$ cat src/rtl/dds_sweep_ctrl.sv
// DDS configuration/sequencing controller: shadow registers behind a valid/ready
// command port, driving Fword/Pword/Mode_Sel statically or as a linear frequency sweep.
module dds_sweep_ctrl #(
  parameter int DWELL_W = 24
) (
  input  logic         Clk,
  input  logic         Reset_n,
  input  logic         Cmd_Valid,
  output logic         Cmd_Ready,
  input  logic [2:0]   Cmd_Addr,
  input  logic [31:0]  Cmd_Data,
  output logic [31:0]  Fword,
  output logic [11:0]  Pword,
  output logic [1:0]   Mode_Sel,
  output logic         Sweep_Busy,
  output logic         Sweep_Done
);

  typedef enum logic [1:0] {IDLE, SWEEP, DONE} state_t;

  localparam logic [DWELL_W-1:0] DWELL_ONE = {{(DWELL_W-1){1'b0}}, 1'b1};

  state_t              state_q;
  logic                ready_q;
  logic [1:0]          mode_q;
  logic [31:0]         fstart_q;
  logic [11:0]         pword_sh_q;
  logic [31:0]         fstop_q;
  logic [31:0]         fstep_q;
  logic [DWELL_W-1:0]  dwell_q;
  logic [DWELL_W-1:0]  cnt_q;
  logic [31:0]         fword_q;
  logic [11:0]         pword_q;
  logic [1:0]          mode_sel_q;
  logic                busy_q;
  logic                done_q;

  logic                cmd_fire;
  logic                ctrl_fire;
  logic                do_commit;
  logic                do_start;
  logic                do_abort;
  logic [32:0]         step_sum_d;
  logic [DWELL_W-1:0]  dwell_reload_d;
  logic                sweep_empty_d;

  assign cmd_fire  = Cmd_Valid & ready_q;
  assign ctrl_fire = cmd_fire & (Cmd_Addr == 3'd6);
  assign do_abort  = ctrl_fire & Cmd_Data[2];
  assign do_start  = ctrl_fire & Cmd_Data[1];
  assign do_commit = ctrl_fire & Cmd_Data[0];

  // 33-bit sum so a wrap past 2^32 clamps to FSTOP instead of restarting low
  assign step_sum_d     = {1'b0, fword_q} + {1'b0, fstep_q};
  assign dwell_reload_d = (dwell_q == '0) ? DWELL_ONE : dwell_q;
  assign sweep_empty_d  = (fstep_q == 32'd0) || (fstop_q <= fstart_q);

  always_ff @(posedge Clk or negedge Reset_n) begin
    if (!Reset_n) begin
      ready_q    <= 1'b0;
      mode_q     <= '0;
      fstart_q   <= '0;
      pword_sh_q <= '0;
      fstop_q    <= '0;
      fstep_q    <= '0;
      dwell_q    <= '0;
    end else begin
      ready_q <= 1'b1;
      if (cmd_fire) begin
        case (Cmd_Addr)
          3'd0:    mode_q     <= Cmd_Data[1:0];
          3'd1:    fstart_q   <= Cmd_Data;
          3'd2:    pword_sh_q <= Cmd_Data[11:0];
          3'd3:    fstop_q    <= Cmd_Data;
          3'd4:    fstep_q    <= Cmd_Data;
          3'd5:    dwell_q    <= Cmd_Data[DWELL_W-1:0];
          default: ;
        endcase
      end
    end
  end

  always_ff @(posedge Clk or negedge Reset_n) begin
    if (!Reset_n) begin
      state_q    <= IDLE;
      cnt_q      <= '0;
      fword_q    <= '0;
      pword_q    <= '0;
      mode_sel_q <= '0;
      busy_q     <= 1'b0;
      done_q     <= 1'b0;
    end else begin
      done_q <= 1'b0;
      case (state_q)
        IDLE: begin
          if (do_abort) begin
            state_q <= IDLE;
          end else if (do_start) begin
            fword_q    <= fstart_q;
            pword_q    <= pword_sh_q;
            mode_sel_q <= mode_q;
            if (sweep_empty_d) begin
              state_q <= DONE;
              done_q  <= 1'b1;
            end else begin
              state_q <= SWEEP;
              busy_q  <= 1'b1;
              cnt_q   <= dwell_reload_d;
            end
          end else if (do_commit) begin
            fword_q    <= fstart_q;
            pword_q    <= pword_sh_q;
            mode_sel_q <= mode_q;
          end
        end
        SWEEP: begin
          if (do_abort) begin
            state_q <= IDLE;
            busy_q  <= 1'b0;
          end else if (cnt_q <= DWELL_ONE) begin
            if (step_sum_d >= {1'b0, fstop_q}) begin
              fword_q <= fstop_q;
              state_q <= DONE;
              busy_q  <= 1'b0;
              done_q  <= 1'b1;
            end else begin
              fword_q <= step_sum_d[31:0];
              cnt_q   <= dwell_reload_d;
            end
          end else begin
            cnt_q <= cnt_q - DWELL_ONE;
          end
        end
        DONE: begin
          state_q <= IDLE;
          busy_q  <= 1'b0;
        end
        default: begin
          state_q <= IDLE;
          busy_q  <= 1'b0;
        end
      endcase
    end
  end

  assign Cmd_Ready  = ready_q;
  assign Fword      = fword_q;
  assign Pword      = pword_q;
  assign Mode_Sel   = mode_sel_q;
  assign Sweep_Busy = busy_q;
  assign Sweep_Done = done_q;

endmodule

$ cat config.mk
export PLATFORM = sky130hd
export DESIGN_NAME = dds_sweep_ctrl
export DESIGN_NICKNAME = d
export VERILOG_FILES = /design/src/rtl/dds_sweep_ctrl.sv
export SDC_FILE = /design/constraint.sdc
export NUM_CORES = 1
export LEC_CHECK = 0
export ABC_AREA = 1
export CAP_MARGIN = 20
export CORE_MARGIN = 2
export CORE_UTILIZATION = 40
export DETAILED_ROUTE_END_ITERATION = 8
export HOLD_SLACK_MARGIN = 0.03
export PLACE_DENSITY_LB_ADDON = 0.25
export SKIP_CTS_REPAIR_TIMING = 1
export SYNTH_ARGS = -nofsm -noshare
export SYNTH_HDL_FRONTEND = slang
export SYNTH_SLANG_ARGS = --single-unit
$ cat constraint.sdc
create_clock -name Clk -period 3.3 [get_ports Clk]
set_input_delay 0.495 -clock Clk [delete_from_list [all_inputs] [get_ports Clk]]
set_output_delay 0.495 -clock Clk [all_outputs]
set_load 0.02 [all_outputs]
# --- Yosys cells after proc, flatten, opt, wreduce, memory -nomap -nowiden ---
# Index checks and enable logic that the tools add are counted.
totals:
  register_bits: 209
  inputBits: 38
  out_inout_bits: 49
  word_cells: 100
classes:
  n_addsub: 2
  n_lt_le_gt_ge: 3
  n_eq_ne: 17
  n_mux: 40
  n_bitwise: 6
  n_reduce_logical: 18
op_table:
  columns: ["operator", "count"]
  rows:
  - ["$mux 32", 6]
  - ["$mux 24", 7]
  - ["$pmux 32 s2", 1]
  - ["$pmux 24 s2", 1]
  - ["$add 32x32->33", 1]
  - ["$ge 33x32->1", 1]
  - ["$le 32x32->1", 1]
  - ["$logic_not 32->1", 1]
  - ["$le 24x1->1 const B", 1]
  - ["$logic_not 24->1", 1]
  - ["$mux 12", 2]
  - ["$sub 24x1->24 const B", 1]
  - ["$mux 2", 8]
  - ["$ne 3x3->1 const B", 5]
  - ["$mux 1", 12]
  - ["$reduce_and 2->1", 6]
  - ["$ne 2x2->1 const B", 5]
  - ["$reduce_and 5->1", 2]
  - ["$eq 3x3->1 const B", 3]
  - ["$eq 3x2->1 const B", 2]
  - ["$reduce_and 3->1", 2]
  - ["$reduce_and 6->1", 1]
  - ["$and 1x1->1", 5]
  - ["$pmux 1 s2", 2]
  - ["other kinds (8)", 9]

# --- Longest topological paths before layout ---
depth:
  depth_word: 7
  mapped_depth: 31

# --- Least setup slack after synthesis ---
# No wires, ideal clock.
synth_path:
  kind: "reg-to-reg"
  from: "register fword_q[0], in the netlist Fword[0]"
  to: "register fword_q[10], in the netlist Fword[10]"
  setup_time_ps: 122
  arrival_ps: 3624
  required_time_ps: 3178
  path_slack_ps: -447
  path_stages_with_launch: 24
  path_cell_list: "dfrtp_1 > ha_1 > fa_1 > nand3_1 > nand2_2 > a21oi_4 > o21ai_0 > a21boi_0 > xor2_1 > inv_1 > ha_1 > a21oi_1 > o21ai_0 > a21oi_1 > nand2_1 > nand2_1 > nand2_1 > nand2_1 > nand2_1 > nand2_1 > clkbuf_1 > nand3_1 > nand3_1 > a21oi_1"
synth_via:
  elab_chain_len: 6
synth_lines:
  columns: ["element", "line_no", "text"]
  rows:
  - ["start: declaration", "32", "logic [31:0] fword_q;"]
  - ["start signal: assignment", "99", "fword_q <= fstart_q;"]
  - ["start signal: assignment", "111", "fword_q <= fstart_q;"]
  - ["start signal: assignment", "122", "fword_q <= fstop_q;"]
  - ["$add 32x32->33 *", "54", "assign step_sum_d = {1'b0, fword_q} + {1'b0, fstep_q};"]
  - ["$ge 33x32->1", "121", "if (step_sum_d >= {1'b0, fstop_q}) begin"]
  - ["$mux 32 *", "121", null]
  - ["$mux 32 *", "120", "end else if (cnt_q <= DWELL_ONE) begin"]
  - ["$mux 32 *", "117", "if (do_abort) begin"]
  - ["$pmux 32 s2 *", "94", "case (state_q)"]
# Mark *: on every way between the ends. The rest lies on a longest branch, timed or not. The select of a mux whose other input is x is not followed.
# A chain may end at the register's enable or synchronous reset.

# --- Final worst setup path ---
layout_path:
  from: "register fword_q[0], in the netlist Fword[0]"
  to: "register fword_q[22], in the netlist Fword[22]"
# Same word-level chain as after synthesis.

==> impl_metrics.env <==
export IMPL_drv_cap=0
export IMPL_grt_busiest_layer="met2"
export IMPL_synth_mux_area_frac=0.0122
export IMPL_reg2reg_from="Fword[0]"
export IMPL_design_area_um2=16900
export IMPL_routed_wl_um=39300
export IMPL_fin_ws_ns=-0.602
export IMPL_worst_pin_slew_ns=0.807
export IMPL_clockPowerShare=0.133
export IMPL_crit_required_ns=3.75
export IMPL_maxSlewHeadroom=0.462
export IMPL_nFillCells=3025
export IMPL_synthSimpleGateAreaFrac=0.224
export IMPL_wl_per_cell_um=16.4
export IMPL_clock_skew_ns=0.0116
export IMPL_path_max_fanout=10
export IMPL_yosys_area_share_xor_xnor=0.0257
export IMPL_violations="negative setup slack"
export IMPL_die_width_um=184
export IMPL_drt_pass1_iterations=5
export IMPL_cp_common_cell="nand2_1"
export IMPL_slowest_stage="dfrtp_2"
export IMPL_synth_warning_count=0
export IMPL_portBuffers=86
export IMPL_multiInputGateArea_um2=6960
export IMPL_slowest_delay_ns=0.42
export IMPL_initial_core_util=0.409
export IMPL_final_cell_mix="nand2_1 (396), inv_1 (229), buf_4 (209)"
export IMPL_synth_top_area_share=0.404
export IMPL_antenna_found_initial=2
export IMPL_cts_sinks=209
export IMPL_grt_total_usage=0.233
export IMPL_syn_to_final_growth_pct=30.6
export IMPL_slew_viol_final=0
export IMPL_setup_worst_path_end_class="flop"
export IMPL_final_nets=2117
export IMPL_placed_area_um2=15800
export IMPL_ys_ff_latch=209
export IMPL_antenna_left=0
export IMPL_clk_pin_slew_ns=0.06
export IMPL_fmax_mhz=256
export IMPL_synthAdderAreaFrac=0.0962
export IMPL_drt_iter0_drc=800
export IMPL_path_buf_inv=3
export IMPL_peakVddDrop_mv=0.788
export IMPL_grt_pass1_vias=12207
export IMPL_fin_crit_sh=1.18
export IMPL_hold_viol_final=0
export IMPL_ys_flop_type="dfrtp_1"
export IMPL_h_tree_depth=1
export IMPL_start_kind="flop"
export IMPL_via_per_inst=5.12
export IMPL_status="finished with violations"
export IMPL_clockBufferDepth=3
export IMPL_p_seq_frac=0.213
export IMPL_synth_enable_flop_cells=0
export IMPL_netlist_instances=1704
export IMPL_coreArea_um2=31700
export IMPL_power_density_nw_per_um2=1080
export IMPL_critical_path_class="reg -> reg"
export IMPL_critical_path_arrival_ns=4.35
export IMPL_p_int_uw=10100
export IMPL_cts_buffers=24
export IMPL_synth_compound_area_frac=0.152
export IMPL_dp_worst_setup_slack_ns=-0.907
export IMPL_drc_errors=0
export IMPL_dieArea_um2=33900
export IMPL_rows=65
export IMPL_syn_nets=1841
export IMPL_final_seq_area_um2=5230
export IMPL_grt_use_met2=0.387
export IMPL_synth_top_cells_by_area="dfrtp_1 (40%), nand2_1 (12%), ha_1 (9.5%), o21ai_0 (7.5%), inv_1 (6.6%)"
export IMPL_io_pins=87
export IMPL_setup_violations=60
export IMPL_synth_top_family_by_area="simple AND/OR/NAND/NOR gates"
export IMPL_overflow=0
export IMPL_combPwrFrac=0.654
export IMPL_p_leak_uw=0.00851
export IMPL_post_route_util=0.534
export IMPL_globalRouteMet1Util=0.328
export IMPL_power_switching_uw=8150
export IMPL_clk_latency_ns=0.53
export IMPL_vias=12274
export IMPL_hpwl_um=29100
export IMPL_seq_area_frac_synth=0.404
export IMPL_path_delay_family="simple AND/OR/NAND/NOR gates"
export IMPL_synth_avg_cell_area_um2=7.60
export IMPL_layout_drive_gt1_share=0.177
export IMPL_syn_area_um2=13000
export IMPL_final_common_cell="nand2_1"
export IMPL_grt_pass1_wl_um=63100
export IMPL_gp_congestion=0.983
export IMPL_synth_top_cell_by_area="dfrtp_1"
export IMPL_sw_frac_of_total=0.447
export IMPL_grt_max_degree=99
export IMPL_async_flop_share=1.00
export IMPL_hp_class="in -> async"
export IMPL_cts_tree="yes"
export IMPL_worstSetupStartpoint="Fword[0]"
export IMPL_dieHeight_um=184
export IMPL_fin_crit_ns=3.90
export IMPL_synth_cell_types=48
export IMPL_report_power_total_uw=18200
export IMPL_rsz0062_at_grt="true"
export IMPL_cts_root_buffer="clkbuf_16"
export IMPL_met3_usage=0.0232
[power groups by stage]
stage | Clock [uW] | Combinational, uW | Sequential [uW]
5_1_grt | 2580 | 13200 | 3980
3_3_place_gp | 0 | 10900 | 3860
4_1_cts | 2470 | 11100 | 3850
2_1_floorplan | 0 | 5910 | 4080
6_report | 2420 | 11900 | 3890
3_5_place_dp | 0 | 11000 | 3880
[area by class of cell]
cell class                      instances  share of cell area
Clock buffer                           36              0.0387
Sequential cell                       209               0.309
Timing Repair Buffer                  307               0.158
Tap cell                              402              0.0297
Inverter                              230              0.0510
Multi-Input combinational cell       1208               0.411
Clock inverter                          4             0.00185
Antenna cell                            1            0.000148
[sequential cells by signal (all words and copies together) (netlist names), 12 cells and up]
signal and flops:
fstop_q 32, Pword 12, cnt_q 24, pword_sh_q 12, fstep_q 32, fstart_q 32, dwell_q 24, Fword 32
[metal layers]
layer / vias to the layer above / part of all wire
met4: 0 / 0.026
li1: 6123 / -
met5: - / 0
met3: 70 / 0.051
met1: 5790 / 0.46
met2: 291 / 0.46
[final timing paths]
| kind | endpoint | slack [ns] | depth (start not counted) |
|---|---|---|---|
| max | Fword[22] | -0.60 | 27 |
| min | pword_sh_q[0] | 0.06 | 1 |
| max reg2reg | Fword[22] | -0.60 | 27 |
| min reg2reg | pword_sh_q[2] | 0.48 | 2 |
| max in group asynchronous | fstop_q[26] | 2.27 | 2 |
| min in group Clk | pword_sh_q[2] | 0.48 | 2 |
[metrics by stage]
stage | setup TNS (ns) | cells | hold WS, ns
after CTS | -51.57 | 2388 | 0.0889
after floorplan | -9.86 | 1704 | 0.199
final | -33.15 | 2397 | 0.0581
after detailed placement | -49.77 | 2348 | 0.469
after global placement | -42.76 | 2348 | 0.462
after global routing | -46.99 | 2396 | 0.120
[cells in the mapped netlist, types with 14 or more instances]
cell	number
o21ai_0	193
xor2_1	36
inv_1	229
nor2_1	117
nor3_1	17
nor4_1	21
dfrtp_1	209
mux2_2	14
clkbuf_1	41
nand3_1	93
a21oi_1	132
nand2_1	412
ha_1	98
[worst register-to-register path, delay by kind of cell (launching register included)]
kind	cells	cell delay, ns
AOI/OAI and AO/OA	3	0.45
xor gates and xnor gates	1	0.19
adders and majority gates	3	0.81
buffers and inverters	3	0.37
DFF	1	0.42
and+or+nand+nor	17	1.57
[cells by family (layout without fill, tap and decap cells)]
group	count (synthesis)	count (layout)
mux	14	14
other cells	1	2
simple gates	690	690
buf+inv	287	577
fa+ha+maj	99	99
flops	209	209
xor+xnor	38	38
compound gates	366	366
Note: power is estimated with default switching activity, not from simulation.
